==> config.mk <==
export PLATFORM = sky130hd
export DESIGN_NAME = mem_port_arbiter_flat
export DESIGN_NICKNAME = d
export VERILOG_FILES = /design/src/rtl/mem_port_arbiter_pkg.sv /design/src/rtl/mem_port_arbiter_if.sv /design/src/rtl/mux_2x1_nbit.sv /design/src/rtl/mem_port_arbiter.sv /design/src/flat_wrapper.sv
export SDC_FILE = /design/constraint.sdc
export NUM_CORES = 1
export LEC_CHECK = 0
export ABC_CLOCK_PERIOD_IN_PS = 2600
export BUFFER_PORTS_ARGS = -buffer_cell sky130_fd_sc_hd__buf_2
export CORE_AREA = 2 2 108 110
export CTS_CLUSTER_SIZE = 24
export DETAILED_ROUTE_END_ITERATION = 6
export DIE_AREA = 0 0 110 112
export PLACE_DENSITY = 0.72
export RECOVER_POWER = 50
export SETUP_SLACK_MARGIN = 0.4
export SYNTH_ARGS = -nofsm -noshare
export SYNTH_HDL_FRONTEND = slang
export SYNTH_SLANG_ARGS = --single-unit
==> constraint.sdc <==
create_clock -name clk -period 2.6 [get_ports clk]
set_input_delay 0.13 -clock clk [delete_from_list [all_inputs] [get_ports clk]]
set_output_delay 0.13 -clock clk [all_outputs]
set_load 0.05 [all_outputs]
==> src/rtl/mem_port_arbiter_pkg.sv <==
// Shared types and constants for the IF/MEM unified memory port arbiter.
// Holds the FSM state encoding, the grant encoding and the default bus widths.
package mem_arb_pkg;

    localparam int ADDR_W_DEFAULT = 32;
    localparam int DATA_W_DEFAULT = 32;

    typedef enum logic [1:0] {
        ST_IDLE  = 2'b00,
        ST_FETCH = 2'b01,
        ST_DATA  = 2'b10
    } state_t;

    localparam logic GNT_FETCH = 1'b0;
    localparam logic GNT_DATA  = 1'b1;

endpackage

==> src/rtl/mem_port_arbiter_if.sv <==
// Bundle of requester, memory and muxed-field signals around the arbiter.
// slave = arbiter side, master = requesters/memory side.
interface mem_port_arbiter_if
    import mem_arb_pkg::*;
#(
    parameter int ADDR_W = ADDR_W_DEFAULT,
    parameter int DATA_W = DATA_W_DEFAULT
);
    localparam int BE_W = DATA_W / 8;

    // Handshake: a requester raises *_req with stable fields and holds it until
    // its one-cycle *_ready pulse. Toward memory, mem_valid/mem_we and the muxed
    // fields stay stable until the cycle in which mem_ready is high; that edge
    // completes the transfer and mem_rdata is sampled on it.
    logic              if_req;
    logic [ADDR_W-1:0] if_addr;
    logic [DATA_W-1:0] if_rdata;
    logic              if_ready;

    logic              d_req;
    logic              d_we;
    logic [ADDR_W-1:0] d_addr;
    logic [DATA_W-1:0] d_wdata;
    logic [BE_W-1:0]   d_be;
    logic [DATA_W-1:0] d_rdata;
    logic              d_ready;

    logic              addr_sel;
    logic              mem_valid;
    logic              mem_we;
    logic              mem_ready;
    logic [DATA_W-1:0] mem_rdata;
    logic [ADDR_W-1:0] mem_addr;
    logic [DATA_W-1:0] mem_wdata;
    logic [BE_W-1:0]   mem_be;
    logic              busy;

    modport slave (
        input  if_req, if_addr, d_req, d_we, d_addr, d_wdata, d_be,
               mem_ready, mem_rdata,
        output if_rdata, if_ready, d_rdata, d_ready, addr_sel,
               mem_valid, mem_we, mem_addr, mem_wdata, mem_be, busy
    );

    modport master (
        output if_req, if_addr, d_req, d_we, d_addr, d_wdata, d_be,
               mem_ready, mem_rdata,
        input  if_rdata, if_ready, d_rdata, d_ready, addr_sel,
               mem_valid, mem_we, mem_addr, mem_wdata, mem_be, busy
    );

endinterface

==> src/rtl/mux_2x1_nbit.sv <==
// Plain parameterized 2:1 multiplexer: y = sel ? b : a.
module mux_2x1_nbit #(
    parameter int W = 1
) (
    input  logic         sel_i,
    input  logic [W-1:0] a_i,
    input  logic [W-1:0] b_i,
    output logic [W-1:0] y_o
);

    assign y_o = sel_i ? b_i : a_i;

endmodule

==> src/rtl/mem_port_arbiter.sv <==
// Arbitrates the single-ported unified memory between instruction fetch and
// the data stage; one transaction at a time, alternating grants on a tie.
module mem_port_arbiter
    import mem_arb_pkg::*;
#(
    parameter int ADDR_W = ADDR_W_DEFAULT,
    parameter int DATA_W = DATA_W_DEFAULT
) (
    input  logic                clk,
    input  logic                rst,
    mem_port_arbiter_if.slave   bus,
    output state_t              dbg_state_o
);

    localparam int BE_W = DATA_W / 8;
    localparam logic [DATA_W-1:0] FETCH_WDATA = '0;
    localparam logic [BE_W-1:0]   FETCH_BE    = '1;

    state_t            state_q;
    logic              last_grant_q;
    logic              addr_sel_q;
    logic              mem_valid_q;
    logic              mem_we_q;
    logic              if_ready_q;
    logic              d_ready_q;
    logic [DATA_W-1:0] if_rdata_q;
    logic [DATA_W-1:0] d_rdata_q;

    logic if_elig;
    logic d_elig;
    logic grant_d;

    // A req still high in its own ready cycle is the stale hold-over, not a new request.
    assign if_elig = bus.if_req && !if_ready_q;
    assign d_elig  = bus.d_req  && !d_ready_q;
    assign grant_d = (if_elig && d_elig) ? ~last_grant_q : d_elig;

    always_ff @(posedge clk or posedge rst) begin
        if (rst) begin
            state_q      <= ST_IDLE;
            last_grant_q <= GNT_FETCH;
            addr_sel_q   <= 1'b0;
            mem_valid_q  <= 1'b0;
            mem_we_q     <= 1'b0;
            if_ready_q   <= 1'b0;
            d_ready_q    <= 1'b0;
            if_rdata_q   <= '0;
            d_rdata_q    <= '0;
        end else begin
            if_ready_q <= 1'b0;
            d_ready_q  <= 1'b0;
            case (state_q)
                ST_IDLE: begin
                    if (if_elig || d_elig) begin
                        state_q      <= (grant_d == GNT_DATA) ? ST_DATA : ST_FETCH;
                        addr_sel_q   <= grant_d;
                        mem_valid_q  <= 1'b1;
                        mem_we_q     <= (grant_d == GNT_DATA) && bus.d_we;
                        last_grant_q <= grant_d;
                    end
                end
                ST_FETCH: begin
                    if (bus.mem_ready) begin
                        if_rdata_q  <= bus.mem_rdata;
                        if_ready_q  <= 1'b1;
                        mem_valid_q <= 1'b0;
                        mem_we_q    <= 1'b0;
                        state_q     <= ST_IDLE;
                    end
                end
                ST_DATA: begin
                    // Loads and stores both capture; store read data is don't-care downstream.
                    if (bus.mem_ready) begin
                        d_rdata_q   <= bus.mem_rdata;
                        d_ready_q   <= 1'b1;
                        mem_valid_q <= 1'b0;
                        mem_we_q    <= 1'b0;
                        state_q     <= ST_IDLE;
                    end
                end
                default: begin
                    state_q     <= ST_IDLE;
                    mem_valid_q <= 1'b0;
                    mem_we_q    <= 1'b0;
                end
            endcase
        end
    end

    assign bus.addr_sel  = addr_sel_q;
    assign bus.mem_valid = mem_valid_q;
    assign bus.mem_we    = mem_we_q;
    assign bus.if_ready  = if_ready_q;
    assign bus.d_ready   = d_ready_q;
    assign bus.if_rdata  = if_rdata_q;
    assign bus.d_rdata   = d_rdata_q;
    assign bus.busy      = (state_q != ST_IDLE);
    assign dbg_state_o   = state_q;

    mux_2x1_nbit #(.W(ADDR_W)) u_addr_mux (
        .sel_i (addr_sel_q),
        .a_i   (bus.if_addr),
        .b_i   (bus.d_addr),
        .y_o   (bus.mem_addr)
    );

    mux_2x1_nbit #(.W(DATA_W)) u_wdata_mux (
        .sel_i (addr_sel_q),
        .a_i   (FETCH_WDATA),
        .b_i   (bus.d_wdata),
        .y_o   (bus.mem_wdata)
    );

    mux_2x1_nbit #(.W(BE_W)) u_be_mux (
        .sel_i (addr_sel_q),
        .a_i   (FETCH_BE),
        .b_i   (bus.d_be),
        .y_o   (bus.mem_be)
    );

endmodule

==> src/flat_wrapper.sv <==
// flat-port wrapper written by rule: the top's interface ports become plain ports
module mem_port_arbiter_flat import mem_arb_pkg::*;
#(
    parameter int ADDR_W = ADDR_W_DEFAULT,
    parameter int DATA_W = DATA_W_DEFAULT
)
  (clk, rst, dbg_state_o, bus_if_req, bus_if_addr, bus_d_req, bus_d_we, bus_d_addr, bus_d_wdata, bus_d_be, bus_mem_ready, bus_mem_rdata, bus_if_rdata, bus_if_ready, bus_d_rdata, bus_d_ready, bus_addr_sel, bus_mem_valid, bus_mem_we, bus_mem_addr, bus_mem_wdata, bus_mem_be, bus_busy);
  mem_port_arbiter_if #(.ADDR_W(ADDR_W), .DATA_W(DATA_W)) bus_i ();
  input  logic clk;
  input  logic rst;
  output state_t dbg_state_o;
  input wire logic [$bits(bus_i.if_req)-1:0] bus_if_req;
  input wire logic [$bits(bus_i.if_addr)-1:0] bus_if_addr;
  input wire logic [$bits(bus_i.d_req)-1:0] bus_d_req;
  input wire logic [$bits(bus_i.d_we)-1:0] bus_d_we;
  input wire logic [$bits(bus_i.d_addr)-1:0] bus_d_addr;
  input wire logic [$bits(bus_i.d_wdata)-1:0] bus_d_wdata;
  input wire logic [$bits(bus_i.d_be)-1:0] bus_d_be;
  input wire logic [$bits(bus_i.mem_ready)-1:0] bus_mem_ready;
  input wire logic [$bits(bus_i.mem_rdata)-1:0] bus_mem_rdata;
  output wire logic [$bits(bus_i.if_rdata)-1:0] bus_if_rdata;
  output wire logic [$bits(bus_i.if_ready)-1:0] bus_if_ready;
  output wire logic [$bits(bus_i.d_rdata)-1:0] bus_d_rdata;
  output wire logic [$bits(bus_i.d_ready)-1:0] bus_d_ready;
  output wire logic [$bits(bus_i.addr_sel)-1:0] bus_addr_sel;
  output wire logic [$bits(bus_i.mem_valid)-1:0] bus_mem_valid;
  output wire logic [$bits(bus_i.mem_we)-1:0] bus_mem_we;
  output wire logic [$bits(bus_i.mem_addr)-1:0] bus_mem_addr;
  output wire logic [$bits(bus_i.mem_wdata)-1:0] bus_mem_wdata;
  output wire logic [$bits(bus_i.mem_be)-1:0] bus_mem_be;
  output wire logic [$bits(bus_i.busy)-1:0] bus_busy;
  assign bus_i.if_req = bus_if_req;
  assign bus_i.if_addr = bus_if_addr;
  assign bus_i.d_req = bus_d_req;
  assign bus_i.d_we = bus_d_we;
  assign bus_i.d_addr = bus_d_addr;
  assign bus_i.d_wdata = bus_d_wdata;
  assign bus_i.d_be = bus_d_be;
  assign bus_i.mem_ready = bus_mem_ready;
  assign bus_i.mem_rdata = bus_mem_rdata;
  assign bus_if_rdata = bus_i.if_rdata;
  assign bus_if_ready = bus_i.if_ready;
  assign bus_d_rdata = bus_i.d_rdata;
  assign bus_d_ready = bus_i.d_ready;
  assign bus_addr_sel = bus_i.addr_sel;
  assign bus_mem_valid = bus_i.mem_valid;
  assign bus_mem_we = bus_i.mem_we;
  assign bus_mem_addr = bus_i.mem_addr;
  assign bus_mem_wdata = bus_i.mem_wdata;
  assign bus_mem_be = bus_i.mem_be;
  assign bus_busy = bus_i.busy;
  mem_port_arbiter #(.ADDR_W(ADDR_W), .DATA_W(DATA_W)) u_core (.clk(clk), .rst(rst), .bus(bus_i), .dbg_state_o(dbg_state_o));
endmodule
==> flow_summary.yaml <==
outcome:
  outcome: "completed"
logic_synthesis:
  async_reset_ff_share_pct: 100.0
  ys_seq_area_share_pct: 53.02
  synth_top_flop_cell: "dfrtp_1"
  synth_top_area_share_pct: 53.02
  synth-seq-cells: 71
  yosysUniqueCellTypes: 23
  synth_warnings: 0
  yosys.area.top_type: "dfrtp_1"
  synth_area_um2: 3351
  synth-edff-count: 0
  avgSynthCellArea_um2: 13.51
  synth_area_leaders: "dfrtp_1, mux2_2, and2_1"
  syn_nets: 389
  synth_cells: 248
cts:
  cts_inserted_buffers: 9
  cts_sinks: 71
  htree_levels: 3
  postCtsSetupRepairBufs: 0
  clock_latency_ns: 0.32
  cts_tree: "built"
  cts_root_buf: "clkbuf_16"
  cts_buffer_depth: 2
  path_clk_slew_ns: 0.06
setup_path:
  slowest_stage: "dfrtp_4"
  cp.required_ns: 2.47
  crit_buf_inv: 2
  rr_endpoint: "u_core.bus.if_rdata[28]"
  start_kind: "register"
  cp-startpoint: "u_core.last_grant_q"
  r2r-start: "u_core.dbg_state_o[1]"
  crit_type: "register to output pin"
  r2r_setup_slack_ns: 0.99
  critPathMaxStageDelay_ns: 0.82
  cp.arrival_ns: 1.82
  cp_top_family: "flip-flops"
  crit_chain: "buf_4, and2_1, buf_2"
  critical_path.endpoint_type: "output pin"
  reg2regPathDepth: 5
  crit_fanout: 63
routing:
  first_iter_violations: 216
  avgRoutedWirePerCell_um: 17.91
  num_vias: 3113
  dr.pass1.iters: 4
  ant_nets: 0
  routed_wl_mm: 12.10
  viasPerCell: 4.605
  route.detailed.drc: 0
min_path:
  hp-class: "input port to register"
  min_to: "u_core.bus.d_rdata[6]"
  min_from: "bus_mem_rdata[6]"
  hold_depth: 2
timing:
  finalCritPeriodShare_pct: 75.11
  maxSlewViolCount: 0
  setup_viol: 0
  min_period_ns: 1.953
  skew_ns: 0.007453
  rsz0062_at_grt: "no"
  whs_ns: 0.04984
  hold_violations: 0
  finalSetupTns_ns: 0
  tightest_slew_ns: 0.9676
  max_freq_mhz: 512.0
  relSlewSlack_pct: 35.42
grt:
  grt_usage_pct: 18.83
  antenna_found_initial: 2
  grt_pass1_wl_mm: 17.32
  grt_pass1_vias: 3198
  grt_overflow: 0
  grt_max_degree: 64
power:
  p_per_area_nw_per_um2: 1704
  power_leakage_nw: 2.589
  power_mw: 8.837
  peakVddDrop_mv: 1.018
floorplanning:
  initial_core_util_pct: 29.99
  core_um2: 11170
  die_width_um: 110
  boundaryPins: 278
  rows: 39
  dieArea_um2: 12320
  dieHeight_um: 112
placed_design:
  dp_cells: 658
  numPortBuffers: 277
  place_congestion: 1.099
  hpwlAfterDp_mm: 9.618
final_layout:
  layout_common_cells: "buf_2, mux2_2, clkbuf_1, dfrtp_1, and2_1"
  nNetsFinal: 668
  layout_commonest_cell: "buf_2"
  area_delta_synth_final_pct: 54.78
  instances_no_fill: 676
  drive_gt1_share_pct: 61.28
run:
  drv_cap: 0
==> report_power, final <==
group / total [mW] / leakage [nW] / internal, mW / switching (mW)
registers: 2.08 / 0.850 / 1.66 / 0.421
clock network: 1.43 / 0.172 / 0.950 / 0.480
logic: 5.32 / 1.57 / 1.32 / 4.00
==> worst max path at each step <==
stage                                 end  depth (start not counted)  slack (ns)
floorplan           u_core.bus.d_rdata[0]                          1        0.67
global placement        bus_mem_wdata[31]                          3        0.79
detailed placement      bus_mem_wdata[26]                          3        0.72
CTS                     bus_mem_wdata[26]                          3        0.63
global route            bus_mem_wdata[26]                          3        0.54
finish                  bus_mem_wdata[26]                          3        0.65
==> per-layer routing <==
metal  share of wire (%)  wire [um]  vias to the layer above  track usage [%]
met5                0.11         13                        -                0
met4                 1.1        129                        2            4.557
met3                  10       1242                       16            7.143
met2                  51       6199                      151            33.05
met1                  37       4519                     1526            21.27
li1                    -          -                     1418                -
==> logic make-up (layout without fill, tap and decap cells) <==
logic type      after synthesis  after routing  share of synthesized area (%)
flops                        71             71                          53.02
simple gates                 47             47                          8.738
fa+ha+maj                     3              3                          1.120
mux                          96             96                          32.26
other cells                   0              1                              0
buf+inv                      20            304                          2.651
compound gates               11             11                          2.203
==> registers in the layout, summed over array words and instances, names as in the netlist <==
name,count
u_core.bus.d_ready,1
u_core.dbg_state_o,2
u_core.bus.if_rdata,32
u_core.bus.mem_valid,1
u_core.bus.if_ready,1
u_core.bus.mem_we,1
u_core.last_grant_q,1
u_core.bus.d_rdata,32
==> through the flow <==
step	instance area [um^2]	util [%]	setup slack (ns)
2_1_floorplan	3351	-	0.6734
3_3_place_gp	4906	43.90	0.7933
3_5_place_dp	4906	43.90	0.7222
4_1_cts	5271	47.17	0.6315
5_1_grt	5186	46.41	0.5425
6_report	5186	46.41	0.6471
==> layout make-up <==
cell class	count	area [um^2]
multi-input combinational	157	1485
antenna	1	2.502
sequential	71	1780
clock inverter	7	127.6
fill	1104	5988
tap	143	178.9
inverter	6	22.52
clock buffer	9	225.2
timing repair buffer	282	1364
==> repair_timing <==
item | CTS | global route
resized for setup | 1 | 0
setup endpoints to repair | 6 | 0
endpoints found under the hold margin | 24 | 0
hold buffers | 1 | 0
==> cell usage after synthesis (all sizes together) (2+ instances only) <==
library cell / number
mux2: 96
dfrtp: 71
and2: 33
buf: 11
inv: 6
nand2b: 5
clkbuf: 3
ha: 3
nand2: 3
nor2b: 3
a21oi: 2
o21ai: 2
o22ai: 2
No activity file was read; power rests on OpenSTA's default activity.
